--- config.mk ---
export PLATFORM = sky130hd
export DESIGN_NAME = phy_rx_deser_align
export DESIGN_NICKNAME = d
export VERILOG_FILES = /design/src/rtl/phy_rx_pkg.sv /design/src/rtl/phy_rx_lane_align.sv /design/src/rtl/phy_rx_deser_align.sv
export SDC_FILE = /design/constraint.sdc
export NUM_CORES = 1
export LEC_CHECK = 0
export CORE_MARGIN = 2
export CORE_UTILIZATION = 50
export CTS_BUF_LIST = sky130_fd_sc_hd__clkbuf_8
export DETAILED_ROUTE_END_ITERATION = 12
export GPL_TIMING_DRIVEN = 0
export PLACE_DENSITY_LB_ADDON = 0.12
export SLEW_MARGIN = 20
export SYNTH_ARGS = -nofsm -noshare
export SYNTH_HDL_FRONTEND = slang
export SYNTH_SLANG_ARGS = --single-unit
--- constraint.sdc ---
create_clock -name clk_8f -period 2.5 [get_ports clk_8f]
set_input_delay 0.25 -clock clk_8f [delete_from_list [all_inputs] [get_ports clk_8f]]
set_output_delay 0.25 -clock clk_8f [all_outputs]
set_load 0.05 [all_outputs]
--- src/rtl/phy_rx_pkg.sv ---
// Shared types and defaults for the PHY receive deserialiser / word aligner.
//   lane_state_e     : per-lane alignment state (HUNT, ALIGN, LOCKED)
//   COMMA_DEFAULT    : default alignment / idle symbol
//   LOCK_CNT_DEFAULT : default number of consecutive commas needed for lock
package phy_rx_pkg;

   typedef enum logic [1:0] {
      HUNT   = 2'b00,
      ALIGN  = 2'b01,
      LOCKED = 2'b10
   } lane_state_e;

   localparam logic [7:0] COMMA_DEFAULT    = 8'hBC;
   localparam int         LOCK_CNT_DEFAULT = 4;

endpackage

--- src/rtl/phy_rx_lane_align.sv ---
// One receive lane: serial-to-parallel shift register, bit/comma counters,
// comma hunt/align/lock FSM and registered word outputs.
//   clk_8f     in  : bit clock, rising edge
//   reset      in  : asynchronous, active-low
//   data_in    in  : serial bit, MSB of each word first
//   relock     in  : synchronous request to drop lock and re-hunt
//   data_out   out : last word captured while locked (held between strobes)
//   valid_out  out : captured word is data, not a comma
//   word_stb   out : one-cycle pulse when data_out/valid_out update
//   locked     out : lane is in LOCKED state
//   locked_nxt out : combinational next value of locked (for the lane-AND)
module phy_rx_lane_align
   import phy_rx_pkg::*;
#(
   parameter int             W        = 8,
   parameter logic [W-1:0]   COMMA    = W'(COMMA_DEFAULT),
   parameter int             LOCK_CNT = LOCK_CNT_DEFAULT
) (
   input  logic         clk_8f,
   input  logic         reset,
   input  logic         data_in,
   input  logic         relock,
   output logic [W-1:0] data_out,
   output logic         valid_out,
   output logic         word_stb,
   output logic         locked,
   output logic         locked_nxt
);

   localparam int BW = $clog2(W);
   localparam int CW = $clog2(LOCK_CNT + 1);

   localparam logic [BW-1:0] BIT_ZERO = {BW{1'b0}};
   localparam logic [BW-1:0] BIT_ONE  = BW'(32'd1);
   localparam logic [BW-1:0] BIT_LAST = BW'(W - 1);
   localparam logic [CW-1:0] CNT_ZERO = {CW{1'b0}};
   localparam logic [CW-1:0] CNT_ONE  = CW'(32'd1);
   localparam logic [CW-1:0] CNT_LOCK = CW'(LOCK_CNT);

   // The oldest bit of the W-bit window is never read again once the next
   // bit arrives, so only W-1 history bits are stored.
   logic [W-2:0]  sr_r;
   logic [BW-1:0] bit_cnt_r;
   logic [CW-1:0] comma_cnt_r;
   lane_state_e   state_r;
   logic [W-1:0]  data_r;
   logic          valid_r;
   logic          stb_r;
   logic          locked_r;

   logic [W-1:0]  nxt_s;
   logic          word_done_s;
   logic          is_comma_s;
   logic [CW-1:0] cnt_inc_s;
   lane_state_e   state_nxt_s;
   logic [BW-1:0] bit_cnt_nxt_s;
   logic [CW-1:0] comma_cnt_nxt_s;
   logic [W-1:0]  data_nxt_s;
   logic          valid_nxt_s;
   logic          stb_nxt_s;

   assign nxt_s       = {sr_r, data_in};
   assign word_done_s = (bit_cnt_r == BIT_LAST);
   assign is_comma_s  = (nxt_s == COMMA);
   assign cnt_inc_s   = comma_cnt_r + CNT_ONE;

   // Next-state and output-register logic for the hunt/align/lock FSM.
   always_comb begin
      state_nxt_s     = state_r;
      bit_cnt_nxt_s   = word_done_s ? BIT_ZERO : (bit_cnt_r + BIT_ONE);
      comma_cnt_nxt_s = comma_cnt_r;
      data_nxt_s      = data_r;
      valid_nxt_s     = valid_r;
      stb_nxt_s       = 1'b0;

      if (relock) begin
         // Relock wins over any word completing this cycle; data_out holds.
         state_nxt_s     = HUNT;
         bit_cnt_nxt_s   = BIT_ZERO;
         comma_cnt_nxt_s = CNT_ZERO;
         valid_nxt_s     = 1'b0;
      end else begin
         case (state_r)
            HUNT: begin
               // Sliding-window search: the comma may end on any bit.
               if (is_comma_s) begin
                  bit_cnt_nxt_s   = BIT_ZERO;
                  comma_cnt_nxt_s = CNT_ONE;
                  state_nxt_s     = (LOCK_CNT == 1) ? LOCKED : ALIGN;
               end else begin
                  state_nxt_s = HUNT;
               end
            end
            ALIGN: begin
               if (word_done_s) begin
                  if (is_comma_s) begin
                     comma_cnt_nxt_s = cnt_inc_s;
                     state_nxt_s     = (cnt_inc_s == CNT_LOCK) ? LOCKED : ALIGN;
                  end else begin
                     comma_cnt_nxt_s = CNT_ZERO;
                     state_nxt_s     = HUNT;
                  end
               end else begin
                  state_nxt_s = ALIGN;
               end
            end
            LOCKED: begin
               // Word boundary is frozen; a straddling comma is just data.
               if (word_done_s) begin
                  data_nxt_s  = nxt_s;
                  valid_nxt_s = !is_comma_s;
                  stb_nxt_s   = 1'b1;
               end else begin
                  state_nxt_s = LOCKED;
               end
            end
            default: begin
               state_nxt_s     = HUNT;
               bit_cnt_nxt_s   = BIT_ZERO;
               comma_cnt_nxt_s = CNT_ZERO;
               valid_nxt_s     = 1'b0;
            end
         endcase
      end
   end

   assign locked_nxt = (state_nxt_s == LOCKED);

   // Lane state, counters, shift register and registered outputs.
   always_ff @(posedge clk_8f or negedge reset) begin
      if (!reset) begin
         sr_r        <= {(W-1){1'b0}};
         bit_cnt_r   <= BIT_ZERO;
         comma_cnt_r <= CNT_ZERO;
         state_r     <= HUNT;
         data_r      <= {W{1'b0}};
         valid_r     <= 1'b0;
         stb_r       <= 1'b0;
         locked_r    <= 1'b0;
      end else begin
         sr_r        <= nxt_s[W-2:0];
         bit_cnt_r   <= bit_cnt_nxt_s;
         comma_cnt_r <= comma_cnt_nxt_s;
         state_r     <= state_nxt_s;
         data_r      <= data_nxt_s;
         valid_r     <= valid_nxt_s;
         stb_r       <= stb_nxt_s;
         locked_r    <= locked_nxt;
      end
   end

   assign data_out  = data_r;
   assign valid_out = valid_r;
   assign word_stb  = stb_r;
   assign locked    = locked_r;

endmodule

--- src/rtl/phy_rx_deser_align.sv ---
// Multi-lane receive deserialiser with per-lane comma alignment.
//   clk_8f     in  : bit clock, rising edge
//   reset      in  : asynchronous, active-low
//   data_in    in  [LANES]   : serial bit per lane
//   relock     in  [LANES]   : per-lane re-hunt request
//   data_out   out [LANES*W] : lane i word at [i*W +: W]
//   valid_out  out [LANES]   : word is data (not comma)
//   word_stb   out [LANES]   : one-cycle word update pulse
//   locked     out [LANES]   : lane locked
//   all_locked out           : every lane locked (same cycle as locked)
module phy_rx_deser_align
   import phy_rx_pkg::*;
#(
   parameter int           LANES    = 2,
   parameter int           W        = 8,
   parameter logic [W-1:0] COMMA    = W'(COMMA_DEFAULT),
   parameter int           LOCK_CNT = LOCK_CNT_DEFAULT
) (
   input  logic               clk_8f,
   input  logic               reset,
   input  logic [LANES-1:0]   data_in,
   input  logic [LANES-1:0]   relock,
   output logic [LANES*W-1:0] data_out,
   output logic [LANES-1:0]   valid_out,
   output logic [LANES-1:0]   word_stb,
   output logic [LANES-1:0]   locked,
   output logic               all_locked
);

   logic [LANES-1:0] locked_nxt_s;
   logic             all_locked_r;

   for (genvar i = 0; i < LANES; i++) begin : g_lane
      phy_rx_lane_align #(
         .W        (W),
         .COMMA    (COMMA),
         .LOCK_CNT (LOCK_CNT)
      ) u_lane (
         .clk_8f     (clk_8f),
         .reset      (reset),
         .data_in    (data_in[i]),
         .relock     (relock[i]),
         .data_out   (data_out[i*W +: W]),
         .valid_out  (valid_out[i]),
         .word_stb   (word_stb[i]),
         .locked     (locked[i]),
         .locked_nxt (locked_nxt_s[i])
      );
   end

   // Registered from next-state lock so it rises with the last lane's locked.
   always_ff @(posedge clk_8f or negedge reset) begin
      if (!reset) begin
         all_locked_r <= 1'b0;
      end else begin
         all_locked_r <= &locked_nxt_s;
      end
   end

   assign all_locked = all_locked_r;

endmodule

### Word level (Yosys, flattened, before mapping)

Index checks and enable logic that the tools add are counted.

* word-level logic and storage cells: 104
* register bits: 53
* output and inout port bits: 23

* bitwise operators: 2
* reduce and logical (&&, ||, !) cells: 15
* mux-type cells: 44
* add/subtract/negate cells: 4
* equal/unequal tests: 22

Operators with widths (count)
* 3-bit two-way mux: 14
* 2-bit two-way mux: 10
* 3-bit by 2-bit != test with 1-bit output, second input constant: 6
* 3-bit case mux with 3 select lines: 2
* 8-bit equality test, second input constant: 2
* 3-bit by 1-bit adder with 3-bit output, second input constant: 4
* 3-bit equality test, second input constant: 4
* 1-bit two-way mux: 12
* 2-bit case mux with 3 select lines: 2
* 3-bit case mux with 2 select lines: 2
* 3-bit AND reduction: 4
* 2-bit equality test, second input constant: 4
* 2-bit OR reduction: 4
* 2-bit AND reduction: 3
* 2-bit by 1-bit equality test with 1-bit output, second input constant: 2
* 2-bit zero test: 2
* 2-bit by 1-bit != test with 1-bit output, second input constant: 2
* 2-bit != test, second input constant: 2
* 1-bit case mux with 2 select lines: 2
* 1-bit zero test: 2
* 1-bit inverter: 2

### Longest topological paths before layout

* depth in word-level cells: 9
* mapped depth: 7
* mapped depth without buffers: 6

### Cells and area by module

Synthesis repeated with hierarchy kept, for this count alone.

* cell total of the unflattened synthesis: 187
* area, all modules: 2312.2 um^2

By module, submodules not included
* phy_rx_lane_align (g_lane[1].u_lane): cells each 93, times used 1, area an instance 1142.3 um^2
* phy_rx_lane_align (g_lane[0].u_lane): cells each 92, times used 1, area an instance 1138.6 um^2
* phy_rx_deser_align: cells each 2, times used 1, area an instance 31.3 um^2

### Worst setup path before layout

Ideal clock, no wire load.

* kind: register -> register
* from: register g_lane[1].u_lane.bit_cnt_r[0]
* to: register g_lane[1].u_lane.data_r[0]
* setup time: 125 ps
* stages on the path, launching flop included: 6
* buffers on the path: 1
* arrival: 1490 ps
* clock period less this slack: 1614 ps
* data required time: 2375 ps
* path slack: 886 ps
* path through: dfrtp_1 > ha_1 > ha_1 > buf_2 > nand3b_1 > mux2_2

* word-level cells in the longest chain between the ends: 2

Ends and longest elaborated chain
* start: declaration: line phy_rx_lane_align.sv:43 `logic [BW-1:0] bit_cnt_r;`
* start signal: assignment: line phy_rx_lane_align.sv:142 `bit_cnt_r <= bit_cnt_nxt_s;`
* 3-bit equality test: line phy_rx_lane_align.sv:63 `assign word_done_s = (bit_cnt_r == BIT_LAST);`
* 3-bit AND reduction (no source line)
* end signal: assignment: line phy_rx_lane_align.sv:136 `data_r <= {W{1'b0}};`
* end signal: assignment: line phy_rx_lane_align.sv:145 `data_r <= data_nxt_s;`
* end: declaration: line phy_rx_lane_align.sv:46 `logic [W-1:0] data_r;`

Every way passes these cells.
A chain may end at the register's enable or synchronous reset.

### Worst setup path after layout

* from: register g_lane[0].u_lane.valid_r
* to: output port valid_out[0]

RTL lines
* start: declaration: line phy_rx_lane_align.sv:47 `logic valid_r;`
* start signal: assignment: line phy_rx_lane_align.sv:146 `valid_r <= valid_nxt_s;`
* end: declaration: line phy_rx_deser_align.sv:24 `output logic [LANES-1:0] valid_out,`

No word-level cell between the ends.

==> impl_metrics.toml <==
[yosys]
async_flop_share_pct = 100
syn_nets = 208
avgSynthCellArea_um2 = 12.7
synth-seq-area-share_pct = 55.9
synth_warnings = 0
synth_top_flop_cell = "dfrtp_1"
synth_edf_count = 0
synthCells = 186
synthDistinctLibCells = 45
synth_area_mm2 = 0.00237
synth_seq_cells = 53

[worst_hold_path]
hold_class = "input pin to asynchronous set/reset pin"

[setup_path]
cpPeakStageDelay_ns = 0.78
cp_cell_sequence = "buf_4 -> clkdlybuf4s50_1"
path_delay_family = "buffers and inverters"
start_kind = "flip-flop"
crit_buf_inv = 2
cp-end-kind = "primary output"
critPathRequiredTime_ns = 2.25
worstSetupPathType = "flip-flop to primary output"
worstPathMaxFanout = 3
cp.arrival_ns = 1.56
critPathSlowestCell = "clkdlybuf4s50_1"

[place]
hpwl_um = 3000
port_buffers = 27
dp_slack_ns = 0.674
dp_cells = 268
placed_cell_area_mm2 = 0.00273
gp_congestion = 0.773

[route]
vias = 1524
ant_nets = 0
drt_iter0_drc = 46
drc = 0
avgViaCountPerCell = 5.52
finalWirelength_um = 4040
wl_per_cell_um = 14.6
dr.pass1.iters = 4

[layout]
nNetsFinal = 243
n_antenna_cell = 0
drive_above_1_share_pct = 20.3
area_growth_pct = 19.4
final_cell_mix = "dfrtp_1 (53), clkdlybuf4s50_1 (26), mux2_2 (16), ha_1 (16), inv_1 (12)"
final_util_pct = 60.7
instances_no_fill = 276
finalInstanceArea_mm2 = 0.00283
final_common_cell = "dfrtp_1"

[timing]
slew-limit-headroom_pct = 50.3
fin_tns_setup_ns = 0
slew_violations = 0
setup_slack_ns = 0.686
fin_worst_skew_ns = 0.00592
post-route-min-period_ns = 1.81
final.period_utilization_pct = 72.6
hold_ws_ns = -0.00250
worst_slew_pin_slew_ns = 0.745
fmax_ghz = 0.551
report.final.hold_viol_count = 3
setup_viol = 0
rsz0062_at_grt = "false"

[clock_tree]
htree_levels = 2
cts_tree = "done"
clk_latency_ns = 0.30
postCtsSetupBuffers = 0
numCtsBuffers = 5
cts_buffer_depth = 2
cts_num_sinks = 53
hold_buffers = 0
cts_resized = 0
clk_pin_slew_ns = 0.10
clockRootBuffer = "clkbuf_8"

[die]
chipWidth_um = 72.9
start_util_pct = 50.9
core_mm2 = 0.00466
rows = 25
die_area_mm2 = 0.00531
dieHeight_um = 72.9
ioPinCount = 29

[power_and_ir_drop]
design_power_total_mw = 1.45
powerDensity_mw_per_mm2 = 511
p_leak_nw = 1.34
peakVddDrop_uv = 435

[global_routing]
antenna_found_initial = 0
gr-usage-all-layers_pct = 17.3
first_global_vias = 1552
grt_first_pass_wirelength_um = 7020
grt_max_degree = 33
grt.overflow.total = 0

[run_status]
status = "complete, but fails checks"
violations = "hold timing"

[job]
drv_cap = 0
[final cells by class]
cell class / instances / area, µm²
Inverter: 12 / 45.0
Timing Repair Buffer: 28 / 293
Buffer: 9 / 62.6
Clock buffer: 6 / 82.6
Fill cell: 389 / 1830
Sequential cell: 53 / 1330
Multi-Input combinational cell: 112 / 937
Tap cell: 54 / 67.6
Clock inverter: 2 / 16.3
[power breakdown]
group	total (mW)	internal, mW	switching (mW)
clock network	0.501	0.228	0.273
logic	0.0561	0.0228	0.0333
registers	0.889	0.876	0.0125
total	1.45	1.13	0.319
[flip-flops by register name, summed over array words and instances, names as in the netlist]
signal,count
g_lane.u_lane.locked,2
g_lane.u_lane.bit_cnt_r,6
all_locked,1
g_lane.u_lane.valid_out,2
g_lane.u_lane.word_stb,2
g_lane.u_lane.sr_r,14
g_lane.u_lane.data_out,16
g_lane.u_lane.state_r,4
g_lane.u_lane.comma_cnt_r,6
[cells by family (layout without fill, tap and decap cells)]
group,after synthesis,after routing,share of synthesized area (%)
fa+ha+maj,16,16,8.44
simple gates,44,44,12.8
mux,16,16,7.60
compound gates,35,35,10.3
buf+inv,21,57,4.54
flops,53,53,55.9
xor+xnor,1,1,0.369
[metal layers]
layer | vias up | wire [µm] | GRT usage [%]
li1 | 718 | - | -
met1 | 773 | 1700 | 20.3
met2 | 26 | 2130 | 30.4
met3 | 7 | 144 | 4.70
met4 | 0 | 58 | 5.97
met5 | - | 0 | 0
[cell usage after synthesis, types with 2 or more instances]
cell      number  area [µm²]
buf_4          7        52.6
nor2b_1        6        37.5
a211oi_1       2        15.0
nand3b_1       2        15.0
a21oi_1       10        50.1
ha_1          16         200
and2_1         6        37.5
inv_1         12        45.0
nor3b_1        2        15.0
nand2b_1       2        12.5
o21ai_0       10        50.1
dfrtp_1       53        1330
nor2_1         6        22.5
mux2_2        16         180
nand2_1        2        7.51
nand4_1        2        12.5
nor3_1         3        15.0
a31oi_1        2        12.5
[path summary, 6_finish.rpt]
path	start	end	slack [ns]	cells after the start
worst max-delay path	g_lane[0].u_lane.valid_out$_DFFE_PN0P_	valid_out[0]	0.69	2
worst min-delay path	reset	g_lane[0].u_lane.sr_r[5]$_DFF_PN0_	-0.002	1
worst max register to register	g_lane[1].u_lane.bit_cnt_r[0]$_DFF_PN0_	g_lane[1].u_lane.data_out[6]$_DFFE_PN0P_	0.70	5
worst min register to register	g_lane[0].u_lane.sr_r[3]$_DFF_PN0_	g_lane[0].u_lane.sr_r[4]$_DFF_PN0_	0.41	0
max in group asynchronous	reset	g_lane[1].u_lane.state_r[1]$_DFF_PN0_	1.94	2
min in group clk_8f	relock[1]	g_lane[1].u_lane.comma_cnt_r[1]$_DFFE_PN0P_	0.21	2
No activity file was read; power rests on OpenSTA's default activity.
==> variant (same flow settings) <==
Re-encode `lane_state_e` (3 states) as one-hot, 3 bits wide.
--- a/src/rtl/phy_rx_pkg.sv
+++ b/src/rtl/phy_rx_pkg.sv
@@ -4,10 +4,10 @@
 //   LOCK_CNT_DEFAULT : default number of consecutive commas needed for lock
 package phy_rx_pkg;
 
-   typedef enum logic [1:0] {
-      HUNT   = 2'b00,
-      ALIGN  = 2'b01,
-      LOCKED = 2'b10
+   typedef enum logic [2:0] {
+      HUNT   = 3'b001,
+      ALIGN  = 3'b010,
+      LOCKED = 3'b100
    } lane_state_e;
 
    localparam logic [7:0] COMMA_DEFAULT    = 8'hBC;
Check against the original RTL: no difference found for any inputs over 10 cycles, from zero or initial values and one cycle with reset low; not proved beyond that.
==> variant against the unedited design <==
Area after synthesis up 4.6%. Wire length up 6.1%. Via count up 6.3%. Sequential power up 3.7%. Power up 4.5%. Maximum frequency down 16%. Largest power group unchanged. Design area up 4.3%. Setup slack worse by 0.34 ns. Clock skew up 0.0033 ns. Largest cell class unchanged. Sequential cell count up 2.
==> variant: results (changes against the unedited design) <==
max FFs per register=16 (unchanged); WP data arrival=2.36 ns (+0.80 ns); largest net degree at the start of global routing=56 (+70%); Worst-Margin Slew=0.665 ns (-0.0797 ns); Post-Synth XOR/XNOR Area=0.706% (+0.34 points); register area share after synthesis=55.6% (-0.34 points); Syn Nets=214 (+2.9%); share of cells above drive strength 1=22.4% (+2.1 points); VDD IR max=0.328 mV (-25%); Synth area leaders=dfrtp_1, mux2_2, ha_1, dfstp_2, o21ai_0; grt met2 use=30.6% (+0.18 points); met1 global-route usage=21.7% (+1.4 points); CTS Buf Count=5 (unchanged); R2R Setup Slk=0.35 ns (-0.35 ns); Cell variety after synth=54 (+20%); Leak=1.43 nW (+6.1%); final WL=4290 um (+6.1%); clk_skew=0.00924 ns (+0.00332 ns); Initial DRC Count=62 (+35%); Worst-Skew Late Latency=0.31 ns; placed instance area=2840 um2 (+4.0%); Hold Buf Count CTS=1 (+1); ys async rst share=100% (unchanged); Adder-Cell Fraction of Synth Area=4.04% (-4.4 points); FF-to-FF End=g_lane[0].u_lane.comma_cnt_r[2]; Sw Share=24.1% (+2.0 points); Hold Crit Class=flop to flop; total setup buffers inserted after CTS=0 (unchanged); hpwl dp=3090 um (+3.2%); Place WS=0.369 ns (-0.305 ns); source of the worst register-to-register timing path=g_lane[0].u_lane.bit_cnt_r[0]; Hold Crit Depth=0; Max FO, Critical Path=9 (+6); GR Util met3=4.74% (+0.046 points); count of non-filler cells in the finished layout=304 (+10%); GRT Util Overall=17.7% (+0.38 points); Clock Pin Slew Worst Setup and Hold Paths=0.11 ns; Reg2Reg Depth=7 (+2); H-tree depth=2 (unchanged); vias in the first global route=1736 (+12%); hold path start=g_lane[0].u_lane.sr_r[0]; Ys Warns=0 (unchanged); Final nets=250 (+2.9%); Synth Area in Compound Gates=12.2% (+1.9 points); Port Buffers=28 (+3.7%); antenna violations before repair=0 (unchanged); status=complete, no violations; cell count after synthesis=200 (+7.5%); Vias/cell=5.33 (-3.5%); Post-synth top cells=dfrtp_1, mux2_2, nor2_1; first-pass GRT wire length=7680 um (+9.3%); Final GP Congestion=0.868 (+12%); CTS Root Cell=clkbuf_8; multiplexer area fraction after synthesis=7.27% (-0.33 points)
==> variant: cell count changes after synthesis, moves of 4 or more <==
cell	delta
inv_1	-8
nand2_1	+4
nand2b_1	+4
and2_1	-4
a21oi_1	-5
ha_1	-8
nor2_1	+6
==> variant: layout make-up <==
class / instances / area [um2]
fillers: 394 / 1800
well taps: 67 / 83.8
plain buffers: 13 / 83.8
clock buffers: 5 / 68.8
flip-flops and latches: 55 / 1380
repair buffers: 29 / 288
multi-input cells: 128 / 1000
clock inverters: 3 / 31.3
inverters: 4 / 15.0
==> variant: through the flow <==
stage / util [%] / hold slack (ns) / total power, mW
floorplan: - / -0.0456 / 0.965
global placement: 59.8 / 0.374 / 0.998
global route: 62.1 / 0.427 / 1.58
CTS: 62.1 / 0.408 / 1.54
detailed placement: 59.8 / 0.335 / 1.00
finish: 62.1 / 0.409 / 1.51
==> variant: critical path, cell delays in order (launching register included) <==
cell	delay, ns
dfrtp_1	0.42
ha_1	0.20
ha_1	0.17
buf_2	0.18
or3b_4	0.40
a211oi_4	0.35
o21ai_2	0.09
a22o_1	0.24
==> variant: kinds of logic (layout without fill, tap and decap cells) <==
logic type	Yosys count	count (layout)
simple gates	63	63
flops	55	55
compound gates	39	39
buf+inv	17	54
mux	16	16
fa+ha+maj	8	8
xor+xnor	2	2
==> variant: layer usage <==
metal	routed length (um)	up-vias	share of wire (%)
met5	0	-	0
li1	-	785	-
met3	135	4	3.2
met1	1840	804	43
met2	2270	27	53
met4	32	0	0.75
==> variant: how the worst max path moves through the flow <==
stage	slack [ns]	startpoint	to
after CTS	0.34	g_lane[0].u_lane.bit_cnt_r[0]	g_lane[0].u_lane.comma_cnt_r[2]
final	0.35	g_lane[0].u_lane.bit_cnt_r[0]	g_lane[0].u_lane.comma_cnt_r[2]
after global placement	-0.33	reset	g_lane[0].u_lane.bit_cnt_r[2]
after detailed placement	0.37	g_lane[0].u_lane.bit_cnt_r[0]	g_lane[0].u_lane.comma_cnt_r[2]
after global routing	0.27	g_lane[0].u_lane.bit_cnt_r[0]	g_lane[0].u_lane.comma_cnt_r[2]
after floorplan	0.52	g_lane[0].u_lane.bit_cnt_r[0]	g_lane[0].u_lane.comma_cnt_r[2]
==> variant: power groups by stage <==
stage	Clock, mW	Sequential [mW]	Combinational [mW]
detailed placement	0	0.940	0.0620
global placement	0	0.938	0.0601
finish	0.528	0.922	0.0619
global route	0.586	0.925	0.0723
floorplan	0	0.936	0.0292
CTS	0.553	0.922	0.0640
